==> config.mk <==
export PLATFORM = sky130hd
export DESIGN_NAME = alu_seq
export DESIGN_NICKNAME = d
export VERILOG_FILES = /design/src/rtl/alu_pkg.sv /design/src/rtl/alu_mul_iter.sv /design/src/rtl/alu_seq.sv
export SDC_FILE = /design/constraint.sdc
export NUM_CORES = 1
export LEC_CHECK = 0
export BUFFER_PORTS_ARGS = -buffer_cell sky130_fd_sc_hd__buf_2
export CAP_MARGIN = 10
export CORE_MARGIN = 3
export CORE_UTILIZATION = 50
export CTS_BUF_LIST = sky130_fd_sc_hd__clkbuf_4 sky130_fd_sc_hd__clkbuf_8 sky130_fd_sc_hd__clkbuf_16
export DETAILED_ROUTE_END_ITERATION = 10
export GPL_TIMING_DRIVEN = 1
export PLACE_DENSITY = 0.73
export SETUP_SLACK_MARGIN = 0.05
export SYNTH_ARGS = -nofsm -noshare
export SYNTH_HDL_FRONTEND = slang
export SYNTH_SLANG_ARGS = --single-unit
==> constraint.sdc <==
create_clock -name clk -period 2.4 [get_ports clk]
set_input_delay 0.48 -clock clk [delete_from_list [all_inputs] [get_ports clk]]
set_output_delay 0.48 -clock clk [all_outputs]
set_load 0.03 [all_outputs]
==> src/rtl/alu_pkg.sv <==
// alu_pkg: shared types for the sequential ALU.
//   op_t    : 3-bit opcode (values 101..111 are reserved and flagged illegal)
//   state_t : control FSM states of alu_seq
package alu_pkg;

   typedef enum logic [2:0] {
      OP_ADD = 3'b000,
      OP_SUB = 3'b001,
      OP_AND = 3'b010,
      OP_OR  = 3'b011,
      OP_MUL = 3'b100
   } op_t;

   typedef enum logic [1:0] {
      S_IDLE    = 2'd0,
      S_MUL_RUN = 2'd1,
      S_DONE    = 2'd2
   } state_t;

endpackage

==> src/rtl/alu_mul_iter.sv <==
// alu_mul_iter: unsigned WIDTH x WIDTH iterative shift-add multiplier.
//   clk, rst      : clock, synchronous active-high reset
//   start         : begin a multiply; operands are read in the following cycles
//   mcand, mplier : operands, must stay stable while busy
//   busy          : iterations in progress
//   done          : one-cycle pulse, prod holds the final product
//   prod          : 2*WIDTH-bit product accumulator
// One partial product per cycle, selected by the WIDTH-bit iteration counter:
// exactly WIDTH iterations, done pulses the cycle after the last one.
module alu_mul_iter #(
   parameter int WIDTH = 4
) (
   input  logic               clk,
   input  logic               rst,
   input  logic               start,
   input  logic [WIDTH-1:0]   mcand,
   input  logic [WIDTH-1:0]   mplier,
   output logic               busy,
   output logic               done,
   output logic [2*WIDTH-1:0] prod
);

   localparam logic [WIDTH-1:0] LAST = WIDTH'(WIDTH - 1);

   logic [WIDTH-1:0]   cnt;
   logic [WIDTH-1:0]   bsh;
   logic [2*WIDTH-1:0] pp;

   // partial product for bit cnt of the multiplier
   always_comb begin
      bsh = mplier >> cnt;
      pp  = '0;
      if (bsh[0])
         pp = {{WIDTH{1'b0}}, mcand} << cnt;
   end

   always_ff @(posedge clk) begin
      if (rst) begin
         cnt  <= '0;
         busy <= 1'b0;
         done <= 1'b0;
         prod <= '0;
      end else begin
         done <= 1'b0;
         if (start) begin
            cnt  <= '0;
            prod <= '0;
            busy <= 1'b1;
         end else if (busy) begin
            prod <= prod + pp;
            cnt  <= cnt + 1'b1;
            if (cnt == LAST) begin
               busy <= 1'b0;
               done <= 1'b1;
            end
         end
      end
   end

endmodule

==> src/rtl/alu_seq.sv <==
// alu_seq: one-operation-at-a-time ALU with valid/ready handshakes.
//   clk, rst             : clock, synchronous active-high reset
//   in_valid / in_ready  : operation offered / accepted (ready only in IDLE)
//   a, b, op             : operands and opcode (see alu_pkg::op_t)
//   out_valid/out_ready  : result offered / taken by consumer
//   result, result_hi    : low result, upper product half (MUL only, else 0)
//   overflow, zero, illegal : status flags, held with the result
// ADD/SUB/AND/OR/reserved finish in one cycle; MUL runs WIDTH iterations in
// alu_mul_iter. All outputs are registered and hold while DONE is stalled.
module alu_seq
   import alu_pkg::*;
#(
   parameter int WIDTH = 4
) (
   input  logic             clk,
   input  logic             rst,
   input  logic             in_valid,
   output logic             in_ready,
   input  logic [WIDTH-1:0] a,
   input  logic [WIDTH-1:0] b,
   input  logic [2:0]       op,
   output logic             out_valid,
   input  logic             out_ready,
   output logic [WIDTH-1:0] result,
   output logic [WIDTH-1:0] result_hi,
   output logic             overflow,
   output logic             zero,
   output logic             illegal
);

   state_t             state;
   logic [WIDTH-1:0]   a_q, b_q;
   logic               accept;
   logic               mul_start, mul_busy, mul_done;
   logic [2*WIDTH-1:0] mul_prod;

   logic [WIDTH-1:0]   sum, diff, c_res;
   logic               c_ovf, c_ill;

   // in_ready is a register that tracks state==IDLE exactly
   assign accept    = in_valid && in_ready;
   assign mul_start = accept && (op == OP_MUL);

   // single-cycle ops, evaluated on the live inputs at acceptance
   always_comb begin
      sum   = a + b;
      diff  = a - b;
      c_res = '0;
      c_ovf = 1'b0;
      c_ill = 1'b0;
      case (op_t'(op))
         OP_ADD: begin
            c_res = sum;
            c_ovf = (a[WIDTH-1] == b[WIDTH-1]) && (sum[WIDTH-1] != a[WIDTH-1]);
         end
         OP_SUB: begin
            c_res = diff;
            c_ovf = (a[WIDTH-1] != b[WIDTH-1]) && (diff[WIDTH-1] != a[WIDTH-1]);
         end
         OP_AND:  c_res = a & b;
         OP_OR:   c_res = a | b;
         OP_MUL:  c_res = '0;
         default: c_ill = 1'b1;
      endcase
   end

   // multiplier works on the captured operands, so input changes while it
   // runs cannot leak into the product
   alu_mul_iter #(.WIDTH(WIDTH)) u_mul (
      .clk    (clk),
      .rst    (rst),
      .start  (mul_start),
      .mcand  (a_q),
      .mplier (b_q),
      .busy   (mul_busy),
      .done   (mul_done),
      .prod   (mul_prod)
   );

   always_ff @(posedge clk) begin
      if (rst) begin
         state     <= S_IDLE;
         in_ready  <= 1'b1;
         a_q       <= '0;
         b_q       <= '0;
         out_valid <= 1'b0;
         result    <= '0;
         result_hi <= '0;
         overflow  <= 1'b0;
         zero      <= 1'b0;
         illegal   <= 1'b0;
      end else begin
         case (state)
            S_IDLE: begin
               if (accept) begin
                  a_q      <= a;
                  b_q      <= b;
                  in_ready <= 1'b0;
                  if (op == OP_MUL) begin
                     state <= S_MUL_RUN;
                  end else begin
                     state     <= S_DONE;
                     out_valid <= 1'b1;
                     result    <= c_res;
                     result_hi <= '0;
                     overflow  <= c_ovf;
                     zero      <= (c_res == '0);
                     illegal   <= c_ill;
                  end
               end
            end
            S_MUL_RUN: begin
               if (mul_done && !mul_busy) begin
                  state     <= S_DONE;
                  out_valid <= 1'b1;
                  result    <= mul_prod[WIDTH-1:0];
                  result_hi <= mul_prod[2*WIDTH-1:WIDTH];
                  overflow  <= (mul_prod[2*WIDTH-1:WIDTH] != '0);
                  zero      <= (mul_prod[WIDTH-1:0] == '0);
                  illegal   <= 1'b0;
               end
            end
            S_DONE: begin
               // back to IDLE only; the next op can be taken a cycle later
               if (out_ready) begin
                  state     <= S_IDLE;
                  out_valid <= 1'b0;
                  in_ready  <= 1'b1;
               end
            end
            default: begin
               state     <= S_IDLE;
               out_valid <= 1'b0;
               in_ready  <= 1'b1;
            end
         endcase
      end
   end

endmodule

* After elaboration in Yosys (flattened, before gate mapping) *
Index checks and enable logic that the tools add are counted.

operators by class
  $add $sub $neg = 4
  multipliers = 0
  div/mod/pow operators = 0
  magnitude comparators = 0
  equality and inequality tests = 15
  shift-type cells = 2
  mux-type cells = 41
  bitwise operators = 4
  reduce and logical (&&, ||, !) cells = 20

operator list
  kind                                                             number
  4-bit two-way mux                                                6
  1-bit two-way mux                                                20
  4-bit one-hot mux with 2 select lines                            2
  4-bit one-hot mux with 4 select lines                            1
  8-bit adder                                                      1
  4-bit zero test                                                  2
  2-bit two-way mux                                                4
  8-bit two-way mux                                                1
  2-bit != test, second input constant                             4
  1-bit one-hot mux with 2 select lines                            4
  4-bit AND reduction                                              2
  4-bit by 4-bit left shift with 8-bit output                      1
  3-bit by 2-bit == test with 1-bit output, second input constant  2
  1-bit one-hot mux with 3 select lines                            2
  2-bit one-hot mux with 3 select lines                            1
  3-bit AND reduction                                              2
  1-bit logical AND                                                5
  4-bit by 1-bit adder with 4-bit output, second input constant    1
  4-bit adder                                                      1
  4-bit bitwise AND                                                1
  4-bit by 2-bit == test with 1-bit output, second input constant  1
  4-bit OR                                                         1
  4-bit nonzero test                                               1
  4-bit OR reduction                                               1
  16 further kinds                                                 19

word-level totals
  bits in registers = 37
  bits in latches = 0
  bits in writable memories = 0
  bits in read-only memories = 0
  input bits = 15
  output and inout port bits = 13
  memories kept = 0

* Logic depth before layout (Yosys ltp) *
Gate-level depths: netlist of run 1.

  word-level depth = 7
  gate-level depth with buffers = 12
  mapped depth without buffers = 11

* Hierarchy *
Synthesis of run 1 repeated with hierarchy kept, for this count alone.

unflattened totals
  cell total of the unflattened synthesis = 299
  area, all modules = 2,446.1 um^2

by module, submodules not included
  module        times used  cells an instance  area each (um^2)  sequential area each (um^2)
  alu_seq       1           182                1,477.7           460.4
  alu_mul_iter  1           117                968.4             280.3

* Worst setup path before layout of run 1 *
OpenSTA, ideal clock, no wires.

  path type = reg-to-reg
  start point = reg u_mul.cnt[0]
  end point = reg u_mul.prod[6]
  setup time = 0.062 ns
  data arrival time = 2.575 ns
  data required time = 2.338 ns
  slack = -0.237 ns
  cell stages (with the launch flop) = 12
  path buffers = 0
  clock period less this slack = 2.637 ns
  cell sequence = dfxtp_1 > mux4_2 > nand2_1 > nor4b_1 > ha_1 > inv_1 > fa_1 > nor2b_1 > o31a_1 > o21a_1 > or4_1 > nand3_1

between the ends
  longest elaborated chain between the ends = 3
  elaborated cells between the ends (all ways) = 4

ends and longest elaborated chain
  what                                                                                                        RTL line                                RTL
  start: declaration                                                                                          alu_mul_iter.sv:25                      logic [WIDTH-1:0] cnt;
  start signal: assignment                                                                                    alu_mul_iter.sv:51                      cnt <= cnt + 1'b1;
  4-bit by 4-bit left shift with 8-bit output or 4-bit by 4-bit >> shifter with 1-bit output (tied branches)  alu_mul_iter.sv:34, alu_mul_iter.sv:31
  8-bit two-way mux *                                                                                         alu_mul_iter.sv:33                      if (bsh[0])
  8-bit adder *                                                                                               alu_mul_iter.sv:50                      prod <= prod + pp;
  end signal: assignment                                                                                      alu_mul_iter.sv:50
  end: declaration                                                                                            alu_mul_iter.sv:20                      output logic [2*WIDTH-1:0] prod

Mark *: on every way between the ends. The rest lies on a longest branch, timed or not.
A chain may end at the register's enable or synchronous reset.

* Worst setup path in the final report of run 1 *
Same ends and word-level chain as after synthesis.

==> results.toml, run 1 <==
[drt]
wl_per_cell_microns = 14.9
viasPerCell = 5.88
ant_nets = 0
drt-pass1-iter-count = 4
drt_iter0_markers = 143
routed_wl_mm = 5.76
vias = 2277
drc = 0

[sta]
slew_headroom_pct = 70.3
final_hold_viol_count = 0
setup_viol = 1
post-route-min-period_ps = 2500
worstMarginPinSlew_ps = 445
skew_ps = 9.52
setup_ws_ps = -104
period_share_pct = 104
max_freq_mhz = 399
rsz0062_at_grt = "true"
report.final.slew_viol_count = 0

[yosys]
synthTopCellsByArea = "dfxtp_1 31%, ha_1 9.9%, nor2_1 5.4%, nand2_1 5.3%, a21oi_1 4.6%"
synth_ff_type = "dfxtp_1"
synth-seq-cells = 37
async_reset_ff_share_pct = 0
synth_edf_count = 0
syn_area_per_cell_sq_um = 8.15
synthTopCellsByCount = "37 x dfxtp_1, 35 x nor2_1, 34 x nand2_1, 22 x a21oi_1, 19 x ha_1"
synthesis.area_sq_um = 2410
ys_seq_area_share_pct = 30.7
ys_types = 55
synth_top_area_share_pct = 30.7
yosysMostFrequentCell = "dfxtp_1"
yosys.area.top_type = "dfxtp_1"
syn_inst = 296
yosysWarnings = 0
synth_nets = 333

[job]
maxCapViolCount = 0

[clock_tree]
cts-htree-levels = 2
insertion_delay_ps = 290
clkSlewWorstSetupHoldPaths_ps = 80
cts_setup_buffers = 0
cts_sinks = 37
root_buffer = "clkbuf_8"
cts_buffer_depth = 2
cts-buffers-inserted = 5
cts_tree = "yes"

[worst_setup_path]
critical_path_arrival_ps = 2730
cp-end-kind = "flip-flop"
worstSetupPathType = "flip-flop to flip-flop"
worstPathRequired_ps = 2630
path_max_fanout = 5
start_kind = "flip-flop"

[final_layout]
diodes = 0
multiInputGateArea_sq_um = 1560
final_nets = 371
area.growth.synth_to_final_pct = 18.2
drive_gt1_share_pct = 22.4
n_fill_cell = 422
regArea_sq_um = 746

[pwr]
power_frac_comb_pct = 20.2
p_leak_nw = 1.23
power_density_nw_per_um2 = 580
p_int_mw = 1.19
sequentialPowerShare_pct = 41.0
power_mw = 1.65
swShare_pct = 27.8
clock_power_share_pct = 38.7
peakVddDrop_mv = 0.350
p_switching_mw = 0.460

[grt]
grt_pass1_wl_mm = 9.77
track_usage_pct = 22.2
antenna_found_initial = 0
grt_max_degree = 25
grt_pass1_vias = 2110
grt_overflow = 0

[floorplan]
io_pins = 28
start_util_pct = 53.6
dieHeight_microns = 75.5
die_w_microns = 75.5
dieArea_sq_um = 5690
rows = 24
core_sq_um = 4500

[run_status]
status = "finished, violations left"
violations = "negative setup slack"

[hold_path]
hold_class = "flip-flop to flip-flop"

[placement]
place_ws_ps = -183
finalWeightedCongestion = 0.882
dp_hpwl_mm = 4.38
buffer_ports.inserted = 27
==> cell families (layout without fill, tap and decap cells) <==
group	Yosys count	in the layout	synth area share [%]
AO/OA/AOI/OAI	74	74	20.6
multiplexers	11	11	5.65
AND/OR/NAND/NOR	114	114	23.0
buffers and inverters	34	73	6.28
flip-flops	37	37	30.7
adder cells (fa/ha/maj)	22	22	12.3
XOR/XNOR	4	4	1.45
==> per-layer routing <==
| metal | global-route usage [%] | wire (microns) | vias up |
|---|---|---|---|
| met5 | 0 | 0 | - |
| met4 | 8.16 | 145 | 0 |
| met3 | 4.22 | 289 | 12 |
| met2 | 35.0 | 2640 | 61 |
| met1 | 30.3 | 2690 | 1066 |
| li1 | - | - | 1138 |
==> area by class of cell <==
class / count / share of cell area [%]
sequential: 37 / 26.2
timing repair buffer: 46 / 9.74
inverter: 19 / 2.50
clock buffer: 5 / 2.41
multi-input combinational: 225 / 54.6
clock inverter: 3 / 2.28
tap: 52 / 2.28
==> sequential cells by signal, indices dropped and copies added (netlist names), 2 cells and up <==
signal,cells
b_q,4
u_mul.prod,8
state,2
result_hi,4
result,4
a_q,4
u_mul.cnt,4
==> worst paths after layout <==
check                           depth (start not counted)          from       endpoint  slack [ps]
worst max register to register                         11  u_mul.cnt[0]  u_mul.prod[6]        -100
worst min register to register                          2       illegal        illegal         450
worst max-delay path                                   11  u_mul.cnt[0]  u_mul.prod[6]        -100
worst min-delay path                                    2       illegal        illegal         450
==> per-stage QoR <==
step	hold slack [ps]	util (%)	TNS [ps]	area [sq um]	cells
3_5_place_dp	442	59.8	-393	2700	379
2_1_floorplan	433	-	-118	2430	296
4_1_cts	449	63.2	-165	2850	387
6_report	448	63.3	-104	2850	387
5_1_grt	469	63.3	-565	2850	387
3_3_place_gp	438	59.8	-183	2700	379
==> worst max-delay path: stages (launching register included) <==
cell     delay, ps
dfxtp_4        350
mux4_2         520
nand2_4        100
nor4b_2         50
ha_2           200
inv_2           50
fa_2           190
nor2b_2         50
o31a_1         260
o21a_1         180
or4_1          400
nand3_1         90
==> power by group through the flow <==
stage | Sequential, mW | Clock, mW | Combinational [mW]
floorplan | 0.718 | 0 | 0.206
global placement | 0.691 | 0 | 0.325
detailed placement | 0.693 | 0 | 0.331
CTS | 0.678 | 0.657 | 0.334
global route | 0.683 | 0.677 | 0.373
finish | 0.679 | 0.640 | 0.335
==> cell usage in the layout (no fill, tap or decap), drive strengths merged, types with 2 or more instances in the layout <==
| cell type | netlist | final |
|---|---|---|
| nand3 | 6 | 6 |
| inv | 18 | 18 |
| mux4 | 2 | 2 |
| o21a | 4 | 4 |
| nand2 | 34 | 34 |
| nand4 | 2 | 2 |
| or3b | 2 | 2 |
| mux2i | 8 | 8 |
| a211o | 3 | 3 |
| o2111ai | 2 | 2 |
| nor4 | 5 | 5 |
| ha | 19 | 19 |
| clkinv | 1 | 2 |
| bufinv | 0 | 2 |
| o21ai | 13 | 13 |
| clkbuf | 7 | 5 |
| nand3b | 2 | 2 |
| o211ai | 3 | 3 |
| a21o | 4 | 4 |
| o221ai | 3 | 3 |
| dfxtp | 37 | 37 |
| nor2 | 36 | 36 |
| a22oi | 5 | 5 |
| nor2b | 3 | 3 |
| or3 | 3 | 3 |
| fa | 3 | 3 |
| a21oi | 23 | 23 |
| nand2b | 4 | 4 |
| buf | 8 | 46 |
| nor4b | 2 | 2 |
| a211oi | 8 | 8 |
| and3 | 2 | 2 |
| nor3 | 7 | 7 |
| xor2 | 3 | 3 |
==> timing repair <==
| action | CTS | global route |
|---|---|---|
| endpoints found under the hold margin | 0 | 0 |
| hold buffers | 0 | 0 |
| gates resized for setup | 6 | 3 |
| pin swaps | 6 | 2 |
| setup endpoints to repair | 5 | 6 |
No activity file was read; power rests on OpenSTA's default activity.
==> run 2, diff against run 1 <==
--- a/config.mk
+++ b/config.mk
@@ -7,12 +7,14 @@
 export LEC_CHECK = 0
 export BUFFER_PORTS_ARGS = -buffer_cell sky130_fd_sc_hd__buf_2
 export CAP_MARGIN = 10
+export CELL_PAD_IN_SITES_DETAIL_PLACEMENT = 2
+export CELL_PAD_IN_SITES_GLOBAL_PLACEMENT = 2
 export CORE_MARGIN = 3
-export CORE_UTILIZATION = 50
+export CORE_UTILIZATION = 31
 export CTS_BUF_LIST = sky130_fd_sc_hd__clkbuf_4 sky130_fd_sc_hd__clkbuf_8 sky130_fd_sc_hd__clkbuf_16
 export DETAILED_ROUTE_END_ITERATION = 10
 export GPL_TIMING_DRIVEN = 1
-export PLACE_DENSITY = 0.73
+export PLACE_DENSITY_LB_ADDON = 0.1
 export SETUP_SLACK_MARGIN = 0.05
 export SYNTH_ARGS = -nofsm -noshare
 export SYNTH_HDL_FRONTEND = slang
==> results.toml, run 2 (synthesis results as in run 1) <==
[clock_tree]
clkSlewWorstSetupHoldPaths_ps = 90
postCtsHoldBufs = 0
cts_tree = "yes"
insertion_delay_ps = 310
cts_buffer_depth = 2
cts-buffers-inserted = 5
cts_sinks = 37
root_buffer = "clkbuf_8"
cts-htree-levels = 2

[worst_setup_path]
worstSetupPathType = "flip-flop to flip-flop"
cp.buffers_inverters = 1
crit_start = "u_mul.cnt[0]"
cpPeakStageDelay_ps = 520
critical_path_arrival_ps = 2850
cp-end-kind = "flip-flop"
worstPathRequired_ps = 2660
path_max_fanout = 4
rrSetupSlack_ps = -190
path_cells = "mux4_2, nand2_4, nor4b_2, ha_2, inv_2, fa_2, nor2b_2, o31a_1, o21a_1, or4_1, nand3_1"
start_kind = "flip-flop"
worst_r2r_path_depth = 11
slowest_stage = "mux4_2"
path_delay_family = "simple AND/OR/NAND/NOR gates"
reg2reg_from = "u_mul.cnt[0]"
timing.rr.end = "u_mul.prod[6]"

[placement]
finalWeightedCongestion = 0.748
buffer_ports.inserted = 27
dp_hpwl_mm = 5.89
dp_cells = 434

[grt]
use_met1_pct = 24.9
grt_overflow = 0
grt_pass1_wl_mm = 12.9
grt_max_degree = 25
grt_pass1_vias = 2450
busiest_layer = "met2"
track_usage_pct = 18.9
antenna_found_initial = 0
grtUsageMet3_pct = 3.77
gr-usage-met2_pct = 30.9

[final_layout]
final_nets = 383
finish.utilization_pct = 40.2
layoutNonFillerInstCount = 446
drive_gt1_share_pct = 25.6
area.growth.synth_to_final_pct = 23.4
diodes = 0
largest_reg_flops = 8
top_register = "u_mul.prod"
layout_common_cells = "35 x nor2_1, 35 x dfxtp_1, 33 x nand2_1"

[drt]
drt_iter0_markers = 54
vias = 2323
drt-pass1-iter-count = 4
wl_per_cell_microns = 17.1
viasPerCell = 5.21
ant_nets = 0
routed_wl_mm = 7.64
drc = 0

[floorplan]
dieArea_sq_um = 8880
core_sq_um = 7410
dieHeight_microns = 94.2
rows = 31
start_util_pct = 32.6
io_pins = 28
die_w_microns = 94.2

[sta]
max_freq_mhz = 386
skew_ps = 14.0
post-route-min-period_ps = 2590
report.final.slew_viol_count = 0
final_hold_viol_count = 0
rsz0062_at_grt = "true"
setup_ws_ps = -194
worstMarginPinSlew_ps = 492
setup_viol = 5
slew_headroom_pct = 67.2
period_share_pct = 108

[hold_path]
hold_class = "input port to flip-flop"
hold_end = "b_q[2]"
hold_start = "b[2]"
hold_path_depth = 3

[pwr]
clock_power_share_pct = 32.0
p_switching_mw = 0.507
swShare_pct = 33.2
peakVddDrop_mv = 0.183
sequentialPowerShare_pct = 44.3
p_leak_nw = 1.27
p_int_mw = 1.02
power_density_nw_per_um2 = 514
power_frac_comb_pct = 23.7

[run_status]
status = "finished, violations left"
violations = "negative setup slack"

[job]
maxCapViolCount = 0
## run 2: how the worst max path moves through the flow
stage                     to  slack [ps]  cells after the start
2_1_floorplan  u_mul.prod[6]        -100                     11
3_3_place_gp   u_mul.prod[6]        -110                     11
3_5_place_dp   u_mul.prod[6]        -260                     11
4_1_cts        u_mul.prod[6]        -160                     11
5_1_grt        u_mul.prod[6]        -270                     11
6_report       u_mul.prod[6]        -190                     11
## run 2: power by group through the flow
stage | registers, mW | clock network [mW] | logic, mW
global route | 0.685 | 0.534 | 0.405
finish | 0.677 | 0.490 | 0.362
detailed placement | 0.692 | 0 | 0.359
global placement | 0.692 | 0 | 0.350
floorplan | 0.718 | 0 | 0.206
CTS | 0.678 | 0.506 | 0.364
## run 2: per-layer routing
layer  up-vias  wire (microns)
met2        31            3630
met1      1135            3660
li1       1149               -
met5         -               0
met3         8             231
met4         0             119
## run 2: per-stage QoR
stage                     setup slack [ps]  instance area, sq um  hold WS [ps]  TNS (ps)  total power [mW]
after floorplan                      -96.0                  2430           433      -118             0.924
after detailed placement              -257                  2810           444      -836              1.05
after global placement                -114                  2810           438      -317              1.04
after global routing                  -274                  2980           454      -999              1.62
final                                 -194                  2980           448      -382              1.53
after CTS                             -162                  2960           443      -250              1.55
## run 2: layout make-up
cell class	count	area (sq um)
fill	864	4430
tap	99	124
inverter	19	71.3
clock buffer	6	82.6
clock inverter	2	13.8
timing repair buffer	58	368
multi-input combinational	225	1570
sequential	37	746
## run 2: timing repair
item / in CTS / in global routing
pin swaps: 3 / 13
buffers inserted: 2 / 2
resized for setup: 9 / 4
setup endpoints to repair: 6 / 6
## run 2: tightest hold or removal path, cell delays in order
cell and delay (ps):
buf_2 120, nand2_1 50, a21oi_1 50
